[config.mk]
export PLATFORM = sky130hd
export DESIGN_NAME = ps2_key_decoder
export DESIGN_NICKNAME = d
export VERILOG_FILES = /design/src/rtl/ps2_pkg.sv /design/src/rtl/kbd_event_fifo.sv /design/src/rtl/ps2_key_decoder.sv
export SDC_FILE = /design/constraint.sdc
export NUM_CORES = 1
export LEC_CHECK = 0
export ABC_AREA = 0
export BUFFER_PORTS_ARGS = -buffer_cell sky130_fd_sc_hd__buf_2
export CORE_UTILIZATION = 34
export CTS_CLUSTER_SIZE = 28
export DETAILED_ROUTE_END_ITERATION = 16
export SLEW_MARGIN = 20
export SYNTH_ARGS = -nofsm -noshare
export SYNTH_HDL_FRONTEND = slang
export SYNTH_SLANG_ARGS = --single-unit
[constraint.sdc]
create_clock -name clk -period 3.4 [get_ports clk]
set_input_delay 0.17 -clock clk [delete_from_list [all_inputs] [get_ports clk]]
set_output_delay 0.17 -clock clk [all_outputs]
set_load 0.005 [all_outputs]
[src/rtl/ps2_pkg.sv]
// Shared constants and types for the PS/2 key-state decoder: prefix bytes,
// prefix FSM states, default key map and the event record.
package ps2_pkg;

   localparam logic [7:0] PS2_EXT   = 8'hE0;
   localparam logic [7:0] PS2_BRK   = 8'hF0;
   localparam logic [7:0] PS2_PAUSE = 8'hE1;
   localparam logic [7:0] PS2_BAT   = 8'hAA;

   // Bytes remaining in a Pause sequence once its leading E1 is consumed.
   localparam logic [2:0] PS2_PAUSE_TAIL = 3'd7;

   // Event key field is sized for the largest supported map (32 keys).
   localparam int unsigned PS2_KEY_W = 5;

   // Entry i = {ext, code}; keys 0..7 = W X C V B N , ;
   localparam logic [71:0] PS2_DEFAULT_KEYMAP = {
      9'h04C, 9'h041, 9'h031, 9'h032, 9'h02A, 9'h021, 9'h022, 9'h01D
   };

   typedef enum logic [2:0] {
      S_IDLE,
      S_EXT,
      S_BRK,
      S_EXTBRK,
      S_SKIP
   } ps2_state_t;

   typedef struct packed {
      logic [PS2_KEY_W-1:0] key;
      logic                 pressed;
   } ps2_evt_t;

endpackage

[src/rtl/kbd_event_fifo.sv]
// Generic synchronous FIFO with extra-MSB wrap pointers. A push while full is
// accepted only when a pop frees the head slot in the same cycle.
module kbd_event_fifo #(
   parameter int unsigned WIDTH = 8,
   parameter int unsigned DEPTH = 4
) (
   input  logic             clk,
   input  logic             reset,
   input  logic             push,
   input  logic [WIDTH-1:0] din,
   input  logic             pop,
   output logic [WIDTH-1:0] dout,
   output logic             full,
   output logic             empty
);

   localparam int unsigned AW = $clog2(DEPTH);

   logic [AW:0]      r_wr_ptr;
   logic [AW:0]      r_rd_ptr;
   logic [WIDTH-1:0] r_mem [DEPTH];
   logic             w_wr_en;
   logic             w_rd_en;

   assign empty   = (r_wr_ptr == r_rd_ptr);
   assign full    = (r_wr_ptr[AW] != r_rd_ptr[AW]) &&
                    (r_wr_ptr[AW-1:0] == r_rd_ptr[AW-1:0]);
   assign w_wr_en = push && (!full || pop);
   assign w_rd_en = pop && !empty;
   assign dout    = empty ? '0 : r_mem[r_rd_ptr[AW-1:0]];

   always_ff @(posedge clk or posedge reset) begin
      if (reset) begin
         r_wr_ptr <= '0;
         r_rd_ptr <= '0;
      end else begin
         if (w_wr_en) r_wr_ptr <= r_wr_ptr + 1'b1;
         if (w_rd_en) r_rd_ptr <= r_rd_ptr + 1'b1;
      end
   end

   always_ff @(posedge clk) begin
      if (w_wr_en) r_mem[r_wr_ptr[AW-1:0]] <= din;
   end

endmodule

[src/rtl/ps2_key_decoder.sv]
// PS/2 scan-code set 2 key-state decoder: prefix FSM, key-map lookup, level
// bitmap and press/release event FIFO. Optional prefix watchdog: PS2_WATCHDOG_EN.
module ps2_key_decoder
   import ps2_pkg::*;
#(
   parameter int unsigned           NUM_KEYS       = 8,
   parameter int unsigned           FIFO_DEPTH     = 4,
   parameter logic [NUM_KEYS*9-1:0] KEYMAP         = PS2_DEFAULT_KEYMAP,
   parameter int unsigned           TIMEOUT_CYCLES = 1048576,
   localparam int unsigned          KW             = (NUM_KEYS > 1) ? $clog2(NUM_KEYS) : 1
) (
   input  logic                clk,
   input  logic                reset,
   input  logic [7:0]          rx_data,
   input  logic                rx_valid,
   input  logic                rx_error,
   output logic [NUM_KEYS-1:0] keys,
   output logic                evt_valid,
   input  logic                evt_ready,
   output logic [KW-1:0]       evt_key,
   output logic                evt_pressed,
   output logic                evt_overflow,
   input  logic                ovf_clr
);

   ps2_state_t           r_state;
   ps2_state_t           w_state_nxt;
   logic [2:0]           r_cnt;
   logic [2:0]           w_cnt_nxt;
   logic [NUM_KEYS-1:0]  r_keys;
   logic                 r_ovf;

   logic                 w_dec_en;
   logic                 w_dec_ext;
   logic                 w_dec_make;
   logic                 w_bat;
   logic                 w_wdt_expire;

   logic [8:0]           w_code;
   logic [NUM_KEYS-1:0]  w_hit_mask;
   logic [PS2_KEY_W-1:0] w_hit_idx;
   logic                 w_found;
   logic                 w_was_held;
   logic                 w_push;
   logic                 w_pop;
   logic                 w_full;
   logic                 w_empty;
   logic                 w_drop;
   ps2_evt_t             w_evt_in;
   ps2_evt_t             w_head;
   logic                 w_unused;

`ifdef PS2_WATCHDOG_EN
   logic [31:0]          r_wdt;

   assign w_wdt_expire = (r_state != S_IDLE) && (r_wdt == 32'(TIMEOUT_CYCLES - 1));

   always_ff @(posedge clk or posedge reset) begin
      if (reset)                                r_wdt <= '0;
      else if (rx_valid || w_state_nxt == S_IDLE) r_wdt <= '0;
      else                                      r_wdt <= r_wdt + 32'd1;
   end
`else
   assign w_wdt_expire = 1'b0;
`endif

   always_ff @(posedge clk or posedge reset) begin
      if (reset) begin
         r_state <= S_IDLE;
         r_cnt   <= '0;
      end else begin
         r_state <= w_state_nxt;
         r_cnt   <= w_cnt_nxt;
      end
   end

   // rx_error outranks a same-cycle byte; the watchdog only acts on idle cycles.
   always_comb begin
      w_state_nxt = r_state;
      w_cnt_nxt   = r_cnt;
      w_dec_en    = 1'b0;
      w_dec_ext   = 1'b0;
      w_dec_make  = 1'b0;
      w_bat       = 1'b0;
      if (rx_error) begin
         w_state_nxt = S_IDLE;
         w_cnt_nxt   = '0;
      end else if (rx_valid) begin
         unique case (r_state)
            S_IDLE: begin
               if (rx_data == PS2_EXT) begin
                  w_state_nxt = S_EXT;
               end else if (rx_data == PS2_BRK) begin
                  w_state_nxt = S_BRK;
               end else if (rx_data == PS2_PAUSE) begin
                  w_state_nxt = S_SKIP;
                  w_cnt_nxt   = PS2_PAUSE_TAIL;
               end else if (rx_data == PS2_BAT) begin
                  w_bat = 1'b1;
               end else begin
                  w_dec_en   = 1'b1;
                  w_dec_make = 1'b1;
               end
            end
            S_EXT: begin
               if (rx_data == PS2_BRK) begin
                  w_state_nxt = S_EXTBRK;
               end else if (rx_data != PS2_EXT) begin
                  w_dec_en    = 1'b1;
                  w_dec_ext   = 1'b1;
                  w_dec_make  = 1'b1;
                  w_state_nxt = S_IDLE;
               end
            end
            S_BRK: begin
               w_dec_en    = 1'b1;
               w_state_nxt = S_IDLE;
            end
            S_EXTBRK: begin
               w_dec_en    = 1'b1;
               w_dec_ext   = 1'b1;
               w_state_nxt = S_IDLE;
            end
            S_SKIP: begin
               w_cnt_nxt = r_cnt - 3'd1;
               if (r_cnt == 3'd1) w_state_nxt = S_IDLE;
            end
            default: begin
               w_state_nxt = S_IDLE;
               w_cnt_nxt   = '0;
            end
         endcase
      end else if (w_wdt_expire) begin
         w_state_nxt = S_IDLE;
         w_cnt_nxt   = '0;
      end
   end

   assign w_code = {w_dec_ext, rx_data};

   // First match wins, so duplicated map entries resolve to the lowest index.
   always_comb begin
      w_hit_mask = '0;
      w_hit_idx  = '0;
      w_found    = 1'b0;
      for (int unsigned i = 0; i < NUM_KEYS; i++) begin
         if (!w_found && KEYMAP[i*9 +: 9] == w_code) begin
            w_found       = 1'b1;
            w_hit_mask[i] = 1'b1;
            w_hit_idx     = PS2_KEY_W'(i);
         end
      end
   end

   assign w_was_held = |(r_keys & w_hit_mask);
   assign w_push     = w_dec_en && w_found && (w_dec_make ? !w_was_held : w_was_held);
   assign w_pop      = !w_empty && evt_ready;
   assign w_drop     = w_push && w_full && !w_pop;
   assign w_evt_in   = '{key: w_hit_idx, pressed: w_dec_make};

   always_ff @(posedge clk or posedge reset) begin
      if (reset) begin
         r_keys <= '0;
         r_ovf  <= 1'b0;
      end else begin
         if (w_bat)         r_keys <= '0;
         else if (w_dec_en) r_keys <= w_dec_make ? (r_keys | w_hit_mask) : (r_keys & ~w_hit_mask);
         if (w_drop)        r_ovf <= 1'b1;
         else if (ovf_clr)  r_ovf <= 1'b0;
      end
   end

   kbd_event_fifo #(
      .WIDTH ($bits(ps2_evt_t)),
      .DEPTH (FIFO_DEPTH)
   ) u_fifo (
      .clk   (clk),
      .reset (reset),
      .push  (w_push),
      .din   (w_evt_in),
      .pop   (w_pop),
      .dout  (w_head),
      .full  (w_full),
      .empty (w_empty)
   );

   assign keys         = r_keys;
   assign evt_valid    = !w_empty;
   assign evt_key      = w_head.key[KW-1:0];
   assign evt_pressed  = w_head.pressed;
   assign evt_overflow = r_ovf;
   assign w_unused     = ^{w_head.key, TIMEOUT_CYCLES};

endmodule

# ---- Word level (Yosys, flattened, before mapping)
# Memories as Yosys holds them, arrays and structs flattened.
# Cells that the tools add are included.
dict set report totals {
  romBits 0
  elab_cells 146
  memories 1
  mem_bits_rw 24
  latch_bits 0
  in_bits 14
  output_inout_bits 14
  regBits 21
}
# name depth width rd rd_clocked_by_memory_dff write_ports line_no
set mem_list {}
lappend mem_list {u_fifo.r_mem 4 6 1 0 1 kbd_event_fifo.sv:21} ;# logic [WIDTH-1:0] r_mem [DEPTH];
dict set report op_classes {
  muxes 68
  reduce_logical 36
  eq_ne 28
  shift 0
  bitwise_logic 4
  mul 0
  order_cmp 0
  add_sub_neg 3
  div_mod_pow 0
}
# cell n
set op_table {}
lappend op_table {{6-bit by 9-bit equality test with 1-bit output (first input constant)} 5}
lappend op_table {{1-bit 2-to-1 mux} 40}
lappend op_table {{3-bit 2-to-1 mux} 13}
lappend op_table {{8-bit equality test (second input constant)} 4}
lappend op_table {{5-bit 2-to-1 mux} 6}
lappend op_table {{8-bit 2-to-1 mux} 3}
lappend op_table {{7-bit by 9-bit equality test with 1-bit output (first input constant)} 2}
lappend op_table {{3-bit case mux with 3 select lines} 2}
lappend op_table {{8-bit AND} 2}
lappend op_table {{1-bit logical AND} 15}
lappend op_table {{3-bit != test (second input constant)} 4}
lappend op_table {{1-bit zero test} 11}
lappend op_table {{5-bit by 9-bit equality test with 1-bit output (first input constant)} 1}
lappend op_table {{8-bit != test (second input constant)} 1}
lappend op_table {{8-bit NOT} 1}
lappend op_table {{8-bit OR} 1}
lappend op_table {{8-bit OR reduction} 1}
lappend op_table {{3-bit by 1-bit adder with 3-bit output (second input constant)} 2}
lappend op_table {{3-bit by 1-bit equality test with 1-bit output (second input constant)} 2}
lappend op_table {{3-bit by 2-bit equality test with 1-bit output (second input constant)} 2}
lappend op_table {{2-bit nonzero test} 3}
lappend op_table {{5-bit != test (second input constant)} 1}
lappend op_table {{5-bit AND reduction} 1}
lappend op_table {{4-bit 2-to-1 mux} 1}
lappend op_table {{other kinds (14)} 15}

# ---- Longest topological paths before layout
dict set report logic_depth {
  ltp_word 37
  ltp_mapped 9
  depth_no_buf 8
}

# ---- By module
# From an unflattened synthesis, not the netlist that was laid out.
dict set report unflattened {
  cells_unflattened 243
  hier_area_um2 2732.6
}
# mod area_each_um2 seq_area_each_um2 cells_each n_inst
set by_module_without_submodules {}
lappend by_module_without_submodules {kbd_event_fifo 1390.1 870.8 74 1}
lappend by_module_without_submodules {ps2_key_decoder 1342.5 375.4 169 1}

# ---- Worst setup path after synthesis
# No wires, ideal clock.
dict set report synth_timing {
  kind {reg-to-reg}
  startpoint {register r_state[1]}
  endpoint {memory u_fifo.r_mem[0][0] in the netlist's numbering (enable)}
  setup_time_ns 0.309
  n_path_buf 1
  path_stages_with_launch 8
  synth_period_minus_slack_ns 2.371
  arrival_ns 2.062
  setup_slack_ns 1.029
  required_time_ns 3.091
  path_cell_list {dfrtp_1 nor3_1 o31ai_4 o211a_1 buf_2 nor3_1 nor4b_4 and2_1}
}
dict set report synth_between {
  elab_chain_cells 35
  elab_cells_between_ends 60
  classes_between {eq/ne: 11; mux: 27; bitwise: 1; reduce/logical: 21}
}
# element line_no
set synth_rtl {}
lappend synth_rtl {{start: declaration} ps2_key_decoder.sv:26} ;# ps2_state_t r_state;
lappend synth_rtl {{start signal: assignment} ps2_key_decoder.sv:72} ;# r_state <= w_state_nxt;
lappend synth_rtl {{3-bit by 2-bit equality test with 1-bit output or 3-bit by 1-bit equality test with 1-bit output (tied branches)} ps2_key_decoder.sv:89} ;# unique case (r_state)
lappend synth_rtl {{1-bit case mux with 2 select lines} ps2_key_decoder.sv:89}
lappend synth_rtl {{1-bit 2-to-1 mux} ps2_key_decoder.sv:88} ;# end else if (rx_valid) begin
lappend synth_rtl {{1-bit 2-to-1 mux} ps2_key_decoder.sv:85} ;# if (rx_error) begin
lappend synth_rtl {{5-bit by 9-bit equality test with 1-bit output} ps2_key_decoder.sv:147} ;# if (!w_found && KEYMAP[i*9 +: 9] == w_code) begin
lappend synth_rtl {{1-bit 2-to-1 mux} ps2_key_decoder.sv:147}
lappend synth_rtl {{1-bit zero test} ps2_key_decoder.sv:147}
lappend synth_rtl {{1-bit logical AND} ps2_key_decoder.sv:147}
lappend synth_rtl {{[19 not listed]} -}
lappend synth_rtl {{8-bit AND} ps2_key_decoder.sv:155} ;# assign w_was_held = |(r_keys & w_hit_mask);
lappend synth_rtl {{8-bit OR reduction} ps2_key_decoder.sv:155}
lappend synth_rtl {{1-bit zero test} ps2_key_decoder.sv:156} ;# assign w_push = w_dec_en && w_found && (w_dec_make ? !w_was_held : w_was_held);
lappend synth_rtl {{1-bit 2-to-1 mux} ps2_key_decoder.sv:156}
lappend synth_rtl {{1-bit logical AND *} ps2_key_decoder.sv:156}
lappend synth_rtl {{1-bit logical AND *} kbd_event_fifo.sv:28} ;# assign w_wr_en = push && (!full || pop);
lappend synth_rtl {{1-bit 2-to-1 mux *} kbd_event_fifo.sv:43} ;# if (w_wr_en) r_mem[r_wr_ptr[AW-1:0]] <= din;
lappend synth_rtl {{1-bit 2-to-1 mux (not written as such) *} kbd_event_fifo.sv:43}
lappend synth_rtl {{end: declaration} kbd_event_fifo.sv:21}
# Mark *: on every way between the ends. The rest lies on a longest branch, timed or not.

# ---- Worst setup path in the final report
dict set report layout_timing {
  startpoint {register r_state[2]}
  endpoint {memory u_fifo.r_mem[0][1] in the netlist's numbering (enable)}
}
# The elaborated chain is that of the path after synthesis.

==> metrics.txt <==
status finished, final reports clean; Layout Utilization between 30% and 40%; grt ovf 0; Final min period 2.91 ns; YS warnings 0; post-synthesis instance total 215; adder-cell area share of the yosys netlist under 10%; # clock sinks 37; CP Launch Type register; overall die height 85.6 µm; core area 6760 µm²; layout cells sized above 1 a little under a quarter; post-DP HPWL 3840 µm; Finished Cell Area 2680 µm²; drt wl/cell ~15 µm; endpoints failing hold 0; Total Wirelength 4950 µm; vias in the first global route around 1,700; port bufs 27; Clk pwr share about a third; CP endpoint kind register; GRT Total Usage 14.8%; ys async rst share 56.8%; Net Count, Synth around 240; Hold Path Class primary input to async pin; dpl cells 314; sequential area share after synthesis 42.4%; Switching Fraction 27.2%; post-CTS sizing 0; FF+latch area 1010 µm²; gpl congestion 0.859; die area 7320 µm²; clock skew after layout 0.0112 ns; CP Max Fanout 11; maximum capacitance violations 0; Final setup viols 0; area growth from synthesis to layout 12.9%; maximum VDD drop 0.294 mV; combinational power share 22.9%; nets@finish ~260; fillcell total about 670; number of buffers created by CTS 5; Die W roughly 86 µm; main combinational cell family by area after synthesis simple AND/OR/NAND/NOR gates; Reg power frac 45.6%; period utilization a little under nine tenths; Clock Path Buffers 2; unrepaired setup endpoints after global routing no; Mean Syn Cell Area 11.0 µm²; dpl cell area 2570 µm²; number of diodes 0; Pre-antenna DRT Iters 4; via count 1,721; multi-input logic area 1270 µm²; power density over the cells 438 nW/µm²; Synth Register Bits 37; Detail Route Antenna Nets 0; non-filler instance count after layout 322; synthesized area around 2400 µm²; Data required, critical path 3.38 ns; Slew Limit Fails 0; Int Pwr 855 µW; CTS hold repair buffers 0; Switch Pwr 320 µW; Worst-Skew Late Latency 0.29 ns; EDFF count, synth 16; First DRT Iteration DRCs 99; Synth Area in Simple Gates 25.7%; vias per inst roughly 5.3; H-tree depth 2; I/O pins 28; Root Driver clkbuf_8; starting density of the core 35.1%; Compound-Gate Fraction of Synth Area 12.8%; initial antenna violation count 0; CP arrival 2.89 ns; top_reg_cell synth dfrtp_1; Reg clk slew, reported paths 0.08 ns; CTS tree done; Max Clk Rate 344 MHz; Setup Fix Bufs, Post-CTS 0; Rows 30; Remaining DRCs 0; Unique masters post-synth 56; crit path kind register to register; TNS Setup 0 ns; first-pass GRT wire length 8400 µm; Worst Tran Pin Value 0.828 ns; mux cell area share after synthesis 8.27%; post-synthesis xor/xnor area fraction 2.95%; largest net degree at the start of global routing 22; leakage 0.00106 µW; Slew HR 44.7%
[worst max-delay path, stage by stage (launching register included)]
cell and delay, ns:
dfrtp_1 0.49, nor3_1 0.40, o31ai_4 0.16, o32ai_2 0.55, nor3_1 0.24, nor4b_4 0.47, and2_1 0.29
[layout by cell type (no fill, tap or decap), types with 2 or more instances in the layout]
| master | instances |
|---|---|
| a21o_1 | 3 |
| a21oi_1 | 5 |
| a31oi_1 | 2 |
| and2_1 | 5 |
| and3_1 | 2 |
| and3b_1 | 4 |
| and4b_1 | 3 |
| and4bb_2 | 3 |
| buf_2 | 27 |
| buf_4 | 3 |
| clkbuf_8 | 5 |
| dfrtp_1 | 21 |
| edfxtp_1 | 16 |
| ha_1 | 7 |
| inv_1 | 10 |
| mux2i_1 | 8 |
| mux4_2 | 4 |
| nand2_1 | 8 |
| nand2b_1 | 8 |
| nand3_1 | 8 |
| nand4_1 | 2 |
| nor2_1 | 19 |
| nor2b_1 | 7 |
| nor3_1 | 5 |
| nor4_1 | 3 |
| nor4b_1 | 7 |
| o211ai_1 | 4 |
| o21ai_0 | 7 |
| xnor2_1 | 6 |
| xor2_1 | 2 |
[stage by stage]
step	hold WS, ns	worst slack (ns)	power, µW
after floorplan	0.147	1.03	738
after global placement	0.390	0.640	816
after detailed placement	0.390	0.529	818
after CTS	0.0756	0.483	1190
after global routing	0.121	0.253	1250
final	0.0328	0.490	1170
[routing by layer]
| metal | wire length (µm) | GRT usage (%) | vias to the layer above | share of wire [%] |
|---|---|---|---|---|
| met3 | 154 | 3.08 | 4 | 3.1 |
| li1 | - | - | 852 | - |
| met4 | 35 | 3.79 | 0 | 0.71 |
| met1 | 2410 | 20.4 | 839 | 49 |
| met5 | 0 | 0 | - | 0 |
| met2 | 2360 | 23.9 | 26 | 48 |
[cells in the mapped netlist, drive strengths merged, types with 3 or more instances]
cell type | count | area, µm²
dfrtp | 21 | 526
nor2 | 19 | 71.3
edfxtp | 16 | 480
inv | 10 | 37.5
nor4b | 9 | 100
mux2i | 8 | 80.1
nand2 | 8 | 30.0
nand2b | 8 | 50.1
nand3 | 8 | 40.0
ha | 7 | 87.6
nor2b | 7 | 43.8
o21ai | 7 | 35.0
clkbuf | 6 | 22.5
xnor2 | 6 | 52.6
a21oi | 5 | 25.0
and2 | 5 | 31.3
buf | 5 | 40.0
nor3 | 5 | 25.0
and3b | 4 | 35.0
mux4 | 4 | 90.1
o211ai | 4 | 30.0
a21o | 3 | 22.5
a31oi | 3 | 25.0
and4b | 3 | 30.0
and4bb | 3 | 37.5
nor4 | 3 | 18.8
[path summary, 6_finish.rpt]
check                                       startpoint  cells past startpoint  slack (ns)                             end
min in group clk                              rx_error                      2        0.11          r_state[2]$_DFFE_PP0P_
worst min register to register    r_cnt[1]$_DFFE_PP0P_                      1        0.48            r_cnt[1]$_DFFE_PP0P_
worst min-delay path                             reset                      2        0.03  u_fifo.r_rd_ptr[2]$_DFFE_PP0P_
worst max register to register  r_state[2]$_DFFE_PP0P_                      6        0.49    u_fifo.r_mem[0][1]$_DFFE_PP_
worst max-delay path            r_state[2]$_DFFE_PP0P_                      6        0.49    u_fifo.r_mem[0][1]$_DFFE_PP_
max in group asynchronous                        reset                      2        2.84  u_fifo.r_wr_ptr[0]$_DFFE_PP0N_
[cell families (layout without fill, tap and decap cells)]
logic type / Yosys count / in the layout
flip-flops: 37 / 37
AO/OA/AOI/OAI: 36 / 36
XOR/XNOR: 8 / 8
multiplexers: 14 / 14
AND/OR/NAND/NOR: 92 / 92
buffers and inverters: 21 / 48
adder cells (fa/ha/maj): 7 / 7
[flip-flops by register name, indices dropped and copies added, names as in the netlist]
name,flops
u_fifo.r_mem,16
r_cnt,3
evt_overflow,1
r_state,3
u_fifo.r_wr_ptr,3
keys,8
u_fifo.r_rd_ptr,3
[layout make-up]
cell class              instances  area share (%)
clock buffers                   5            2.57
multi-input cells             157            47.3
inverters                      10            1.40
well taps                      80            3.73
flip-flops and latches         37            37.5
repair buffers                 30            5.88
clock inverters                 3            1.54
[power by group through the flow]
stage	Combinational [µW]	Clock, µW	Sequential (µW)
floorplan	215	0	522
global placement	268	0	548
detailed placement	270	0	548
CTS	273	379	538
global route	305	398	544
finish	268	370	536
Power figures use the tool's default switching activity.
